--- src/rtl/multiplier_pkg.sv ---
// Shared definitions for the serial shift-and-add multiplier: state encoding,
// default operand width and the counter-width helper.
package multiplier_pkg;

  localparam int DEFAULT_WORD_LENGTH = 5;

  typedef enum logic [1:0] {
    IDLE = 2'b00,
    RUN  = 2'b01,
    DONE = 2'b10
  } state_t;

  // Never returns zero so a one-bit operand still gets a legal counter.
  function automatic int counterWidth(input int wordLength);
    return (wordLength > 1) ? $clog2(wordLength) : 1;
  endfunction

endpackage

--- src/rtl/shift_add_accumulator.sv ---
// Accumulator register and add/shift datapath: adds the multiplicand into the
// upper bits when the serial bit is set, then shifts the whole register right.
module shift_add_accumulator
  import multiplier_pkg::*;
#(
  parameter int WORD_LENGTH = DEFAULT_WORD_LENGTH
) (
  input  logic                     clk_i,
  input  logic                     reset_i,
  input  logic                     clear_i,
  input  logic                     enable_i,
  input  logic                     bit_in_i,
  input  logic [WORD_LENGTH-1:0]   multiplicand_i,
  output logic [2*WORD_LENGTH:0]   acc_o,
  output logic [2*WORD_LENGTH:0]   acc_next_o
);

  logic [2*WORD_LENGTH:0] acc_q;
  logic [2*WORD_LENGTH:0] acc_d;
  logic [WORD_LENGTH:0]   upperSum;

  // The upper slice is WORD_LENGTH+1 bits so the add carry survives the shift.
  always_comb begin
    upperSum = acc_q[2*WORD_LENGTH:WORD_LENGTH]
             + (bit_in_i ? {1'b0, multiplicand_i} : '0);
    acc_d    = {upperSum, acc_q[WORD_LENGTH-1:0]} >> 1;
  end

  always_ff @(posedge clk_i) begin
    if (reset_i || clear_i) begin
      acc_q <= '0;
    end else if (enable_i) begin
      acc_q <= acc_d;
    end
  end

  assign acc_o      = acc_q;
  assign acc_next_o = acc_d;

endmodule

--- src/rtl/serial_shift_add_multiplier.sv ---
// Sequential unsigned multiplier: consumes the multiplier LSB-first on bit_in_i,
// one bit per clock, and registers the 2*WORD_LENGTH-bit product with a done pulse.
module serial_shift_add_multiplier
  import multiplier_pkg::*;
#(
  parameter int WORD_LENGTH = DEFAULT_WORD_LENGTH
) (
  input  logic                       clk_i,
  input  logic                       reset_i,
  input  logic                       start_i,
  input  logic [WORD_LENGTH-1:0]     multiplicand_i,
  input  logic                       bit_in_i,
  output logic [2*WORD_LENGTH-1:0]   product_o,
  output logic                       busy_o,
  output logic                       done_o
);

  localparam int CNT_W = counterWidth(WORD_LENGTH);

  state_t                   state_q;
  logic [CNT_W-1:0]         count_q;
  logic [WORD_LENGTH-1:0]   multiplicand_q;
  logic [2*WORD_LENGTH-1:0] product_q;
  logic                     busy_q;
  logic                     done_q;
  logic                     accept;
  logic                     lastBit;
  logic [2*WORD_LENGTH:0]   acc;
  logic [2*WORD_LENGTH:0]   accNext;

  // A start is honoured only when not mid-operation.
  assign accept  = start_i && (state_q != RUN);
  assign lastBit = (count_q == CNT_W'(WORD_LENGTH - 1));

  shift_add_accumulator #(
    .WORD_LENGTH(WORD_LENGTH)
  ) u_accumulator (
    .clk_i          (clk_i),
    .reset_i        (reset_i),
    .clear_i        (accept),
    .enable_i       (state_q == RUN),
    .bit_in_i       (bit_in_i),
    .multiplicand_i (multiplicand_q),
    .acc_o          (acc),
    .acc_next_o     (accNext)
  );

  always_ff @(posedge clk_i) begin
    if (reset_i) begin
      state_q        <= IDLE;
      count_q        <= '0;
      multiplicand_q <= '0;
      product_q      <= '0;
      busy_q         <= 1'b0;
      done_q         <= 1'b0;
    end else begin
      case (state_q)
        RUN: begin
          count_q <= count_q + 1'b1;
          // The product is taken from the accumulator's next value so it lands on the same edge.
          if (lastBit) begin
            product_q <= accNext[2*WORD_LENGTH-1:0];
            state_q   <= DONE;
            busy_q    <= 1'b0;
            done_q    <= 1'b1;
          end
        end
        default: begin
          done_q <= 1'b0;
          if (accept) begin
            multiplicand_q <= multiplicand_i;
            count_q        <= '0;
            state_q        <= RUN;
            busy_q         <= 1'b1;
          end else begin
            state_q <= IDLE;
            busy_q  <= 1'b0;
          end
        end
      endcase
    end
  end

  assign product_o = product_q;
  assign busy_o    = busy_q;
  assign done_o    = done_q;

endmodule
--- config.mk ---
export PLATFORM = sky130hd
export DESIGN_NAME = serial_shift_add_multiplier
export DESIGN_NICKNAME = d
export VERILOG_FILES = /design/src/rtl/multiplier_pkg.sv /design/src/rtl/shift_add_accumulator.sv /design/src/rtl/serial_shift_add_multiplier.sv
export SDC_FILE = /design/constraint.sdc
export NUM_CORES = 1
export LEC_CHECK = 0
export ABC_AREA = 1
export CELL_PAD_IN_SITES_DETAIL_PLACEMENT = 1
export CELL_PAD_IN_SITES_GLOBAL_PLACEMENT = 1
export CORE_MARGIN = 5
export CORE_UTILIZATION = 42
export DETAILED_ROUTE_END_ITERATION = 8
export HOLD_SLACK_MARGIN = 0.12
export MAX_ROUTING_LAYER = met4
export PLACE_DENSITY_LB_ADDON = 0.12
export SYNTH_ARGS = -nofsm -noshare
export SYNTH_HDL_FRONTEND = slang
export SYNTH_HIERARCHICAL = 1
export SYNTH_SLANG_ARGS = --single-unit
--- constraint.sdc ---
create_clock -name clk_i -period 4 [get_ports clk_i]
set_input_delay 0.8 -clock clk_i [delete_from_list [all_inputs] [get_ports clk_i]]
set_output_delay 0.8 -clock clk_i [all_outputs]
set_load 0.005 [all_outputs]
== Word level (Yosys, flattened, before mapping) ==
Cells that the tools add are included.

* $add $sub $neg: 2
* Eq/ne operators: 4
* Muxes and demuxes: 9
* Bitwise logic cells: 1
* Reduce and logical (&&, ||, !) cells: 6

{| class="wikitable"
|+ Operators with widths
! cell !! number
|-
| adder 5 x 6 -> 6 bit || 1
|-
| 2-to-1 mux 3 bit || 2
|-
| 2-to-1 mux 5 bit || 1
|-
| 2-to-1 mux 1 bit || 4
|-
| 2-to-1 mux 2 bit || 2
|-
| AND reduction 2 bit || 2
|-
| adder 3 x 1 -> 3 bit, second input constant || 1
|-
| == test 3 bit, second input constant || 1
|-
| == test 2 x 1 -> 1 bit, second input constant || 1
|-
| != test 2 x 1 -> 1 bit, second input constant || 1
|-
| != test 2 bit, second input constant || 1
|-
| nonzero test 2 bit || 1
|-
| OR reduction 2 bit || 1
|-
| logical AND 1 bit || 1
|-
| logical OR 1 bit || 1
|-
| NOT 1 bit || 1
|}

* Register bits after elaboration: 32
* Bits of input ports: 9
* Output and inout bits: 12
* Logic and storage cells: 29

== Longest topological paths before layout ==
* Word-level depth: 4
* Gate-level depth with buffers: 10
* Mapped depth without buffers: 10

== Cells and area by module ==
The synthesis kept the hierarchy.

{| class="wikitable"
|+ By module, submodules not included
! module !! instances !! cells each !! area each (µm²) !! seq. area each (µm²)
|-
| serial_shift_add_multiplier || 1 || 112 || 865.8 || 420.4
|-
| shift_add_accumulator || 1 || 103 || 675.6 || 200.2
|}

== Worst setup path after synthesis ==
OpenSTA, ideal clock, no wires.

* Path type: input port to flip-flop
* From: in bit_in_i
* To: reg product_q[8], in the netlist product_o[8]
* Setup time: 115 ps
* Arrival time: 1,842 ps
* Data required time: 3,885 ps
* Slack: 2,043 ps
* Cell stages on the path: 10
* Buffers on the path: 0
* Cell sequence: nand2_1 -> inv_1 -> ha_1 -> fa_1 -> nand2_1 -> nand2_1 -> nand3_1 -> nand2_1 -> nand3_1 -> nand2_1

* Word-level cells in the longest chain between the ends: 2

{| class="wikitable"
|+ RTL lines
! what !! line !! RTL
|-
| start: declaration || serial_shift_add_multiplier.sv:12 || <nowiki>input logic bit_in_i,</nowiki>
|-
| 2-to-1 mux 5 bit || shift_add_accumulator.sv:25 || <nowiki>+ (bit_in_i ? {1'b0, multiplicand_i} : '0);</nowiki>
|-
| adder 5 x 6 -> 6 bit || shift_add_accumulator.sv:25 ||
|-
| via accNext[8] || serial_shift_add_multiplier.sv:29 || <nowiki>logic [2*WORD_LENGTH:0] accNext;</nowiki>
|-
| end signal: assignment || serial_shift_add_multiplier.sv:62 || <nowiki>product_q <= accNext[2*WORD_LENGTH-1:0];</nowiki>
|-
| end: declaration || serial_shift_add_multiplier.sv:23 || <nowiki>logic [2*WORD_LENGTH-1:0] product_q;</nowiki>
|}

The timed path passes the listed nets, and every way through them passes these cells.
A chain may end at the register's enable or synchronous reset.

== Final worst setup path ==
Same ends and word-level chain as after synthesis.

==> impl_metrics.py <==
metrics = {
    "clock_tree": {
        "cts_inserted_buffers": 5,
        "cts.sinks": 30,
        "cts_post_setup_buffers_inserted": 0,
        "cts-resized-gates": 0,
        "clkTransAtPathRegs_ns": 0.09,
        "cts_tree": "done",
        "ctsRootBufferMaster": "sky130_fd_sc_hd__clkbuf_4",
        "insertion_delay_to_the_later_sink_of_the_worst_skew_pair_ns": 0.32,
        "cts-htree-levels": 2,
        "cts.path.max_buffers": 2,
        "cts_hold_buf": 0,
    },
    "critical_path": {
        "critical_path.startpoint_type": "primary input",
        "rrSetupSlack_ns": 2.39,
        "timing.critical_path.to": "product_o[8]",
        "crit_path_end_kind": "flop",
        "timing.critical_path.from": "bit_in_i",
        "r2r.worst_path.cells": 10,
        "worst-setup-path-type": "primary input to flop",
        "regToRegStartpoint": "multiplicand_q[0]",
        "crit_path_max_fanout": 5,
        "worst_path_max_delay_cell": "sky130_fd_sc_hd__clkdlybuf4s50_1",
        "timing.critical_path.depth": 11,
        "worstPathRequired_ns": 4.22,
        "worst_ep_arrival_time_ns": 2.50,
        "path_buf_inv": 2,
        "crit-reg2reg-capture": "product_o[8]",
        "kind_of_cell_adding_the_most_delay_to_the_critical_path": "adder cells",
        "stage_delay_of_the_slowest_cell_on_the_critical_path_ns": 0.48,
        "timing.critical_path.mode_cell": "sky130_fd_sc_hd__nand2_1",
        "critical_path.cell_chain": "clkdlybuf4s50_1 -> nand2_1 -> inv_1 -> ha_1 -> fa_1 -> nand2_1 -> nand2_1 -> nand3_1 -> nand2_1 -> nand3_1 -> nand2_1",
    },
    "yosys": {
        "synthesis.yosys.warnings": 6,
        "synth_cells": 204,
        "synth_area_per_inst_um2": 7.16,
        "synth_nets": 221,
        "mappedNetlistArea_um2": 1460,
    },
    "job": {
        "max_cap_viol_count": 0,
    },
    "timing": {
        "final-setup-viol-count": 0,
        "fmaxAchievable_mhz": 439,
        "slew_headroom_pct": 41.0,
        "finalCriticalPeriod_ns": 2.28,
        "layout_setup_ws_ns": 1.72,
        "timing_max_transition_violations_final": 0,
        "rsz0062_at_grt": "no",
        "timing.final.hold_violations": 0,
        "final_min_period_over_clock_period_pct": 56.9,
        "fin_clk_skew_ns": 0.00398,
        "worst_tran_pin_value_ns": 0.884,
        "setup_total_negative_slack_ns": 0,
    },
    "pwr": {
        "power.density_cell_area_nw_per_um2": 362,
        "worst_ir_drop_vdd_mv": 0.210,
        "static-leakage-power_nw": 0.861,
    },
    "final_layout": {
        "antenna_cells_inserted": 0,
        "design.final.nets": 242,
        "n_fill_cell": 461,
        "post_route_cells_drive_above_1_share_pct": 6.22,
        "layout-area-overhead-vs-synth_pct": 20.2,
        "register_area_um2": 601,
        "multi_input_comb_area_um2": 711,
    },
    "drt": {
        "overall_via_count_from_detail_route": 1343,
        "routed_via_density": 4.96,
        "drc": 0,
        "drt_pass1_iterations": 4,
        "totalWireLength_mm": 3.40,
        "drtAntennaViolNets": 0,
        "routed_len_inst_um": 12.5,
        "first_iter_violations": 51,
    },
    "placed_design": {
        "dp.final_hpwl_mm": 2.60,
        "globalplace.congestion": 0.757,
        "port_buffers": 20,
        "detailedPlace.worstSlack_ns": 1.40,
    },
    "global_route": {
        "wire_length_of_the_first_global_routing_pass_mm": 5.90,
        "grt_start_max_net_pins": 31,
        "residual_overflow_from_global_routing": 0,
        "antenna_found_initial": 0,
        "gr-usage-all-layers_pct": 17.4,
        "grt_pass1_vias": 1372,
    },
    "floorplanning": {
        "core_region_area_um2": 3360,
        "core.rowCount": 21,
        "die_height_um": 69.0,
        "floorplan.initialDensity_pct": 43.4,
        "floorplan.io_pins": 21,
        "die_area_um2": 4760,
        "die_w_um": 69.0,
    },
    "min_path": {
        "holdCritPathClass": "flop to flop",
    },
    "outcome": {
        "outcome": "finished, final reports clean",
    },
}
-- through the flow --
stage / hold WS [ns] / total power, mW / utilization (%) / std cells / area (µm²)
3_3_place_gp: 0.452 / 0.391 / 49.8 / 264 / 1670
6_report: 0.469 / 0.635 / 52.2 / 271 / 1760
5_1_grt: 0.502 / 0.663 / 52.2 / 271 / 1760
2_1_floorplan: 0.438 / 0.371 / - / 204 / 1460
3_5_place_dp: 0.459 / 0.395 / 49.8 / 264 / 1670
4_1_cts: 0.472 / 0.643 / 52.2 / 271 / 1760
-- state kept, by name (all words and copies together), names as in the netlist --
| name | cells |
|---|---|
| count_q | 3 |
| done_o | 1 |
| multiplicand_q | 5 |
| product_o | 10 |
| state_q | 2 |
| u_accumulator/acc_o | 9 |
-- layout by cell type, fill, tap and decap left out, types with 2 or more instances in the layout --
cell type,n
sky130_fd_sc_hd__nand2_1,49
sky130_fd_sc_hd__nand3_1,38
sky130_fd_sc_hd__dfxtp_1,30
sky130_fd_sc_hd__inv_1,26
sky130_fd_sc_hd__nor2_1,24
sky130_fd_sc_hd__clkdlybuf4s50_1,20
sky130_fd_sc_hd__a21oi_1,10
sky130_fd_sc_hd__ha_1,7
sky130_fd_sc_hd__clkbuf_4,5
sky130_fd_sc_hd__inv_2,2
sky130_fd_sc_hd__nor2_4,2
-- cell type report --
type                            instances  share of cell area [%]
Inverter                               28                    5.99
Timing Repair Buffer                   20                    11.4
Sequential cell                        30                    34.2
Multi-Input combinational cell        140                    40.5
Clock inverter                          1                    1.71
Tap cell                               46                    3.28
Clock buffer                            6                    2.92
-- per-layer routing --
layer / track usage [%] / part of all wire [%] / wire (µm)
met1: 19.2 / 44 / 1510
met5: - / 0 / 0
met3: 4.38 / 4.7 / 160
met4: 5.84 / 1.5 / 50
met2: 30.6 / 49 / 1680
-- tightest hold or removal path, cell delays in order (launching register included) --
cell,delay (ns)
sky130_fd_sc_hd__dfxtp_1,0.32
sky130_fd_sc_hd__nand3_1,0.07
sky130_fd_sc_hd__nand2_1,0.04
-- worst min path at each step --
stage,start,endpoint,slack [ns],cells after the start
2_1_floorplan,u_accumulator/acc_o[1],u_accumulator/acc_o[1],0.44,2
3_5_place_dp,product_o[2],product_o[2],0.46,2
5_1_grt,product_o[1],product_o[1],0.50,2
4_1_cts,product_o[2],product_o[2],0.47,2
3_3_place_gp,product_o[5],product_o[5],0.45,2
6_report,product_o[2],product_o[2],0.47,2
-- report_power, final --
part	switching (mW)	internal, mW	total (mW)
Clock	0.102	0.145	0.247
Sequential	0.00710	0.307	0.315
Combinational	0.0450	0.0279	0.0728
Total	0.154	0.481	0.635
No activity file was read; power rests on OpenSTA's default activity.
==> RTL edit 1 (config.mk and constraints unchanged) <==
Put one more register stage on the output `done_o`, with the module's reset. The value now appears one clock later. The other outputs are not delayed to match.
--- a/src/rtl/serial_shift_add_multiplier.sv
+++ b/src/rtl/serial_shift_add_multiplier.sv
@@ -83,6 +83,12 @@
 
   assign product_o = product_q;
   assign busy_o    = busy_q;
-  assign done_o    = done_q;
+  always_ff @(posedge clk_i) begin
+    if (reset_i) begin
+      done_o <= '0;
+    end else begin
+      done_o <= done_q;
+    end
+  end
 
 endmodule
Behaviour: not the same (a bounded check fails within 10 cycles, from zero or initial values and one cycle with reset_i high).
==> RTL edit 1 against the original RTL <==
- sequential cell count grew 1
- core utilization grew 0.44 points
- hold slack lost 24 ps
- final area grew 1.6%
- worst setup slack lost 15 ps
- area after synthesis grew 1.6%
- sequential share of layout area grew 0.57 points
- critical path depth is the same
- power grew 3.8%
- routed wire length grew 5.0%
- cell count grew 1.1%
==> RTL edit 1: results (changes against the original RTL) <==
| Metric | Value |
|---|---|
| Worst hold path type | flip-flop to flip-flop (unchanged) |
| Worst-path maximum fanout | 5 (unchanged) |
| Slew HR | 38.6% (was 41.0%) |
| Synth Warn # | 6 (unchanged) |
| Reg-to-reg startpoint | multiplicand_q[0]$_SDFFE_PP0P_ (unchanged) |
| CTS root buffer | clkbuf_4 (unchanged) |
| Clk buf depth | 2 (unchanged) |
| Max H-tree Level | 2 (unchanged) |
| First-pass GRT wire length | 6220 µm (was 5900 µm) |
| Worst hold start | done_q$_SDFFE_PP0N_ (was product_o[2]$_SDFFE_PP0P_) |
| Worst reg2reg path depth | 10 (unchanged) |
| Diodes inserted | 0 (unchanged) |
| Number of global-route vias before repair | 1451 (was 1372) |
| Drt pass-1 iters | 4 (unchanged) |
| Fill cells | 444 (was 461) |
| Post-CTS Resized | 0 (unchanged) |
| FF-to-FF setup slack | 2370 ps (was 2390 ps) |
| Final clock skew | 5.96 ps (was 3.98 ps) |
| Hold EP | done_o$_SDFF_PP0_ (was product_o[2]$_SDFFE_PP0P_) |
| Worst hold stages | 2 (unchanged) |
| Status | finished, final reports clean (unchanged) |
| GRT Util Overall | 16.3% (was 17.4%) |
| Num CTS Buffers | 5 (unchanged) |
| Fraction of layout cells with a size suffix above 1 | 6.58% (was 6.22%) |
| WL final | 3570 µm (was 3400 µm) |
| Initial antenna violation count | 0 (unchanged) |
| Syn Nets | 223 (was 221) |
| Hold_ws | 445 ps (was 469 ps) |
| Max reg flops | 10 (unchanged) |
| Remaining routing DRC violations | 0 (unchanged) |
| Clk_lat worst skew | 330 ps |
| Largest net degree at the start of global routing | 31 (unchanged) |
| Post-CTS Setup Bufs | 0 (unchanged) |
| CP arrival | 2520 ps (was 2500 ps) |
| NetSw | 0.166 mW (was 0.154 mW) |
| # port buffers | 20 (unchanged) |
| Vias per cell | 4.89 (was 4.96) |
| Nets | 244 (was 242) |
| Leakage | 0.875 nW (was 0.861 nW) |
| Multi-input logic area | 711 µm² (unchanged) |
| Detailed Route Iter0 Violations | 43 (was 51) |
| DP HPWL | 2660 µm (was 2600 µm) |
| GPL Wtd Cong | 0.843 (was 0.757) |
| Worst flop-to-flop path endpoint | product_o[8]$_SDFFE_PP0P_ (unchanged) |
| Maximum vdd drop | 0.000200 V (was 0.000210 V) |
| Clock slew at reported path FFs | 100 ps |
| Post-DP Area | 1700 µm² (was 1670 µm²) |
-- RTL edit 1: final cells by class --
cell class	instances	share of cell area, %
Inverter	29	6.10
Tap cell	46	3.23
Timing Repair Buffer	20	11.2
Multi-Input combinational cell	140	39.8
Clock buffer	6	2.88
Clock inverter	2	1.96
Sequential cell	31	34.8
-- RTL edit 1: routing by layer --
metal  track usage [%]  part of all wire, %  up-vias
met1              17.1                   44      610
met4              4.99                  1.4        0
li1                  -                    -      695
met3              5.22                  4.4        7
met5                 -                    0        -
met2              29.0                   50       27
-- RTL edit 1: worst max-delay path: stages --
cell and delay, ps:
clkdlybuf4s50_1 490, nand2_1 90, inv_1 40, ha_1 210, fa_1 430, nand2_1 110
nand2_1 60, nand3_1 90, nand2_1 60, nand3_1 80, nand2_1 60
-- RTL edit 1: stage by stage --
step | util, % | worst slack (ps) | cells | power (mW)
floorplan | - | 2040 | 206 | 0.381
global placement | 50.1 | 1430 | 266 | 0.401
detailed placement | 50.1 | 1360 | 266 | 0.405
CTS | 52.6 | 1730 | 274 | 0.669
global route | 52.6 | 1570 | 274 | 0.689
finish | 52.6 | 1710 | 274 | 0.659
-- RTL edit 1: power groups by stage --
stage          combinational, mW  sequential [mW]  clock, mW
6_report                  0.0735            0.324      0.261
5_1_grt                   0.0836            0.326      0.280
4_1_cts                   0.0743            0.325      0.270
3_5_place_dp              0.0733            0.332          0
3_3_place_gp              0.0695            0.331          0
2_1_floorplan             0.0513            0.330          0
-- RTL edit 1: worst max path at each step --
stage                   from                   endpoint  slack, ps  depth (start not counted)
CTS                 bit_in_i  product_o[8]$_SDFFE_PP0P_       1730                         11
global route        bit_in_i  product_o[8]$_SDFFE_PP0P_       1570                         11
floorplan           bit_in_i  product_o[8]$_SDFFE_PP0P_       2040                         10
detailed placement  bit_in_i  product_o[8]$_SDFFE_PP0P_       1360                         11
global placement    bit_in_i  product_o[8]$_SDFFE_PP0P_       1430                         11
finish              bit_in_i  product_o[8]$_SDFFE_PP0P_       1710                         11
==> RTL edit 2 (same settings) <==
Made on the original files. Set the package constant `DEFAULT_WORD_LENGTH` to 4 (it was 5).
--- a/src/rtl/multiplier_pkg.sv
+++ b/src/rtl/multiplier_pkg.sv
@@ -2,7 +2,7 @@
 // default operand width and the counter-width helper.
 package multiplier_pkg;
 
-  localparam int DEFAULT_WORD_LENGTH = 5;
+  localparam int DEFAULT_WORD_LENGTH = 4;
 
   typedef enum logic [1:0] {
     IDLE = 2'b00,
Ports: changed (resized multiplicand_i and product_o); port bits go from 21 to 18. The function was not compared with the original's and may differ.
==> RTL edit 2 against the original RTL <==
- final area fell by 24%
- sequential cell count fell by 6
- register-to-register slack got worse by 100 ps
- first-iteration DRC count fell by 55%
- area after synthesis fell by 24%
- global-route usage rose by 0.33 points
- worst setup slack got worse by 80 ps
- critical path depth fell by 2
- power fell by 23%
- routed wire length fell by 18%
- critical endpoint is now u_accumulator/acc_o[5]$_SDFFE_PP0P_
- largest cell class unchanged
==> RTL edit 2: results (changes against the original RTL) <==
| Metric | Value |
|---|---|
| Leakage | 0.656 nW (was 0.861 nW) |
| Worst path slowest cell | clkdlybuf4s50_1 (unchanged) |
| Post-CTS Resized | 0 (unchanged) |
| Clock slew at reported path FFs | 150 ps (was 90 ps) |
| # port buffers | 17 (was 20) |
| Worst Setup SP | bit_in_i (unchanged) |
| GRT Util Overall | 17.8% (was 17.4%) |
| DP HPWL | 2030 µm (was 2600 µm) |
| FF-to-FF setup slack | 2290 ps (was 2390 ps) |
| Post-CTS Setup Bufs | 0 (unchanged) |
| WL final | 2770 µm (was 3400 µm) |
| CP arrival | 2570 ps (was 2500 ps) |
| Num CTS Buffers | 3 (was 5) |
| Clk buf depth | 2 (unchanged) |
| Worst hold path type | flip-flop to flip-flop (unchanged) |
| Worst-path maximum fanout | 4 (was 5) |
| Diodes inserted | 0 (unchanged) |
| Worst reg2reg path depth | 8 (was 10) |
| Max reg flops | 8 (was 10) |
| Drt pass-1 iters | 4 (unchanged) |
| Synth Warn # | 6 (unchanged) |
| Final clock skew | 16.2 ps (was 3.98 ps) |
| Worst hold stages | 2 (unchanged) |
| Detailed Route Iter0 Violations | 23 (was 51) |
| Reg-to-reg startpoint | busy_o$_SDFFE_PP0P_ (was multiplicand_q[0]$_SDFFE_PP0P_) |
| Largest net degree at the start of global routing | 17 (was 31) |
| CP peak stage delay | 520 ps (was 480 ps) |
| Pre-CTS WS | 1340 ps (was 1400 ps) |
| Worst flop-to-flop path endpoint | u_accumulator/acc_o[5]$_SDFFE_PP0P_ (was product_o[8]$_SDFFE_PP0P_) |
| Max H-tree Level | 1 (was 2) |
| Initial antenna violation count | 0 (unchanged) |
| GPL Wtd Cong | 0.758 (was 0.757) |
| Fraction of layout cells with a size suffix above 1 | 5.36% (was 6.22%) |
| Number of global-route vias before repair | 1082 (was 1372) |
| Combinational power share | 11.5% (about the same) |
| Clk_lat worst skew | 330 ps |
| Crit path to | u_accumulator/acc_o[5]$_SDFFE_PP0P_ (was product_o[8]$_SDFFE_PP0P_) |
| Status | finished, final reports clean (unchanged) |
| F_max | 424 MHz (was 439 MHz) |
| Maximum vdd drop | 0.000233 V (was 0.000210 V) |
| CTS root buffer | clkbuf_4 (unchanged) |
| CP delay by family, top | buffers and inverters (was adder cells) |
| Syn Nets | 165 (was 221) |
| Switching portion of total power | 23.9% (was 24.2%) |
| Nets | 183 (was 242) |
| First-pass GRT wire length | 4820 µm (was 5900 µm) |
| Vias per cell | 5.08 (was 4.96) |
| Pin slew with the least headroom to its limit | 486 ps (was 884 ps) |
| Seq pwr share | 51.8% (was 49.6%) |
==> RTL edit 2: area by class of cell <==
class	instances	area [µm²]
multi-input combinational	99	510
clock inverter	1	30.0
timing repair buffer	17	170
inverter	24	90.1
tap	30	37.5
clock buffer	3	22.5
sequential	24	480
fill	323	1160
==> RTL edit 2: routing by layer <==
layer,global-route usage [%],part of all wire [%],routed length (µm)
met1,18.9,42,1160
met2,33.1,53,1470
met3,4.40,4.4,121
met4,3.64,0.79,22
met5,-,0,0
==> RTL edit 2: tightest hold or removal path, stage by stage (launching register included) <==
cell	delay [ps]
dfxtp_1	340
nand2_1	60
nand2_1	40
==> RTL edit 2: per-stage QoR <==
stage	hold slack, ps	std cells	cell area (µm²)	power [mW]
floorplan	419	151	1110	0.296
global placement	459	194	1290	0.310
detailed placement	465	194	1290	0.313
CTS	468	198	1340	0.492
global route	467	198	1340	0.512
finish	450	198	1340	0.487
==> RTL edit 2: how the worst min path moves through the flow <==
stage	endpoint	from
6_report	product_o[0]$_SDFFE_PP0P_	u_accumulator/acc_o[1]$_SDFFE_PP0P_
3_3_place_gp	product_o[0]$_SDFFE_PP0P_	u_accumulator/acc_o[1]$_SDFFE_PP0P_
5_1_grt	product_o[0]$_SDFFE_PP0P_	u_accumulator/acc_o[1]$_SDFFE_PP0P_
4_1_cts	product_o[0]$_SDFFE_PP0P_	u_accumulator/acc_o[1]$_SDFFE_PP0P_
2_1_floorplan	product_o[0]$_SDFFE_PP0P_	u_accumulator/acc_o[1]$_SDFFE_PP0P_
3_5_place_dp	product_o[0]$_SDFFE_PP0P_	u_accumulator/acc_o[1]$_SDFFE_PP0P_
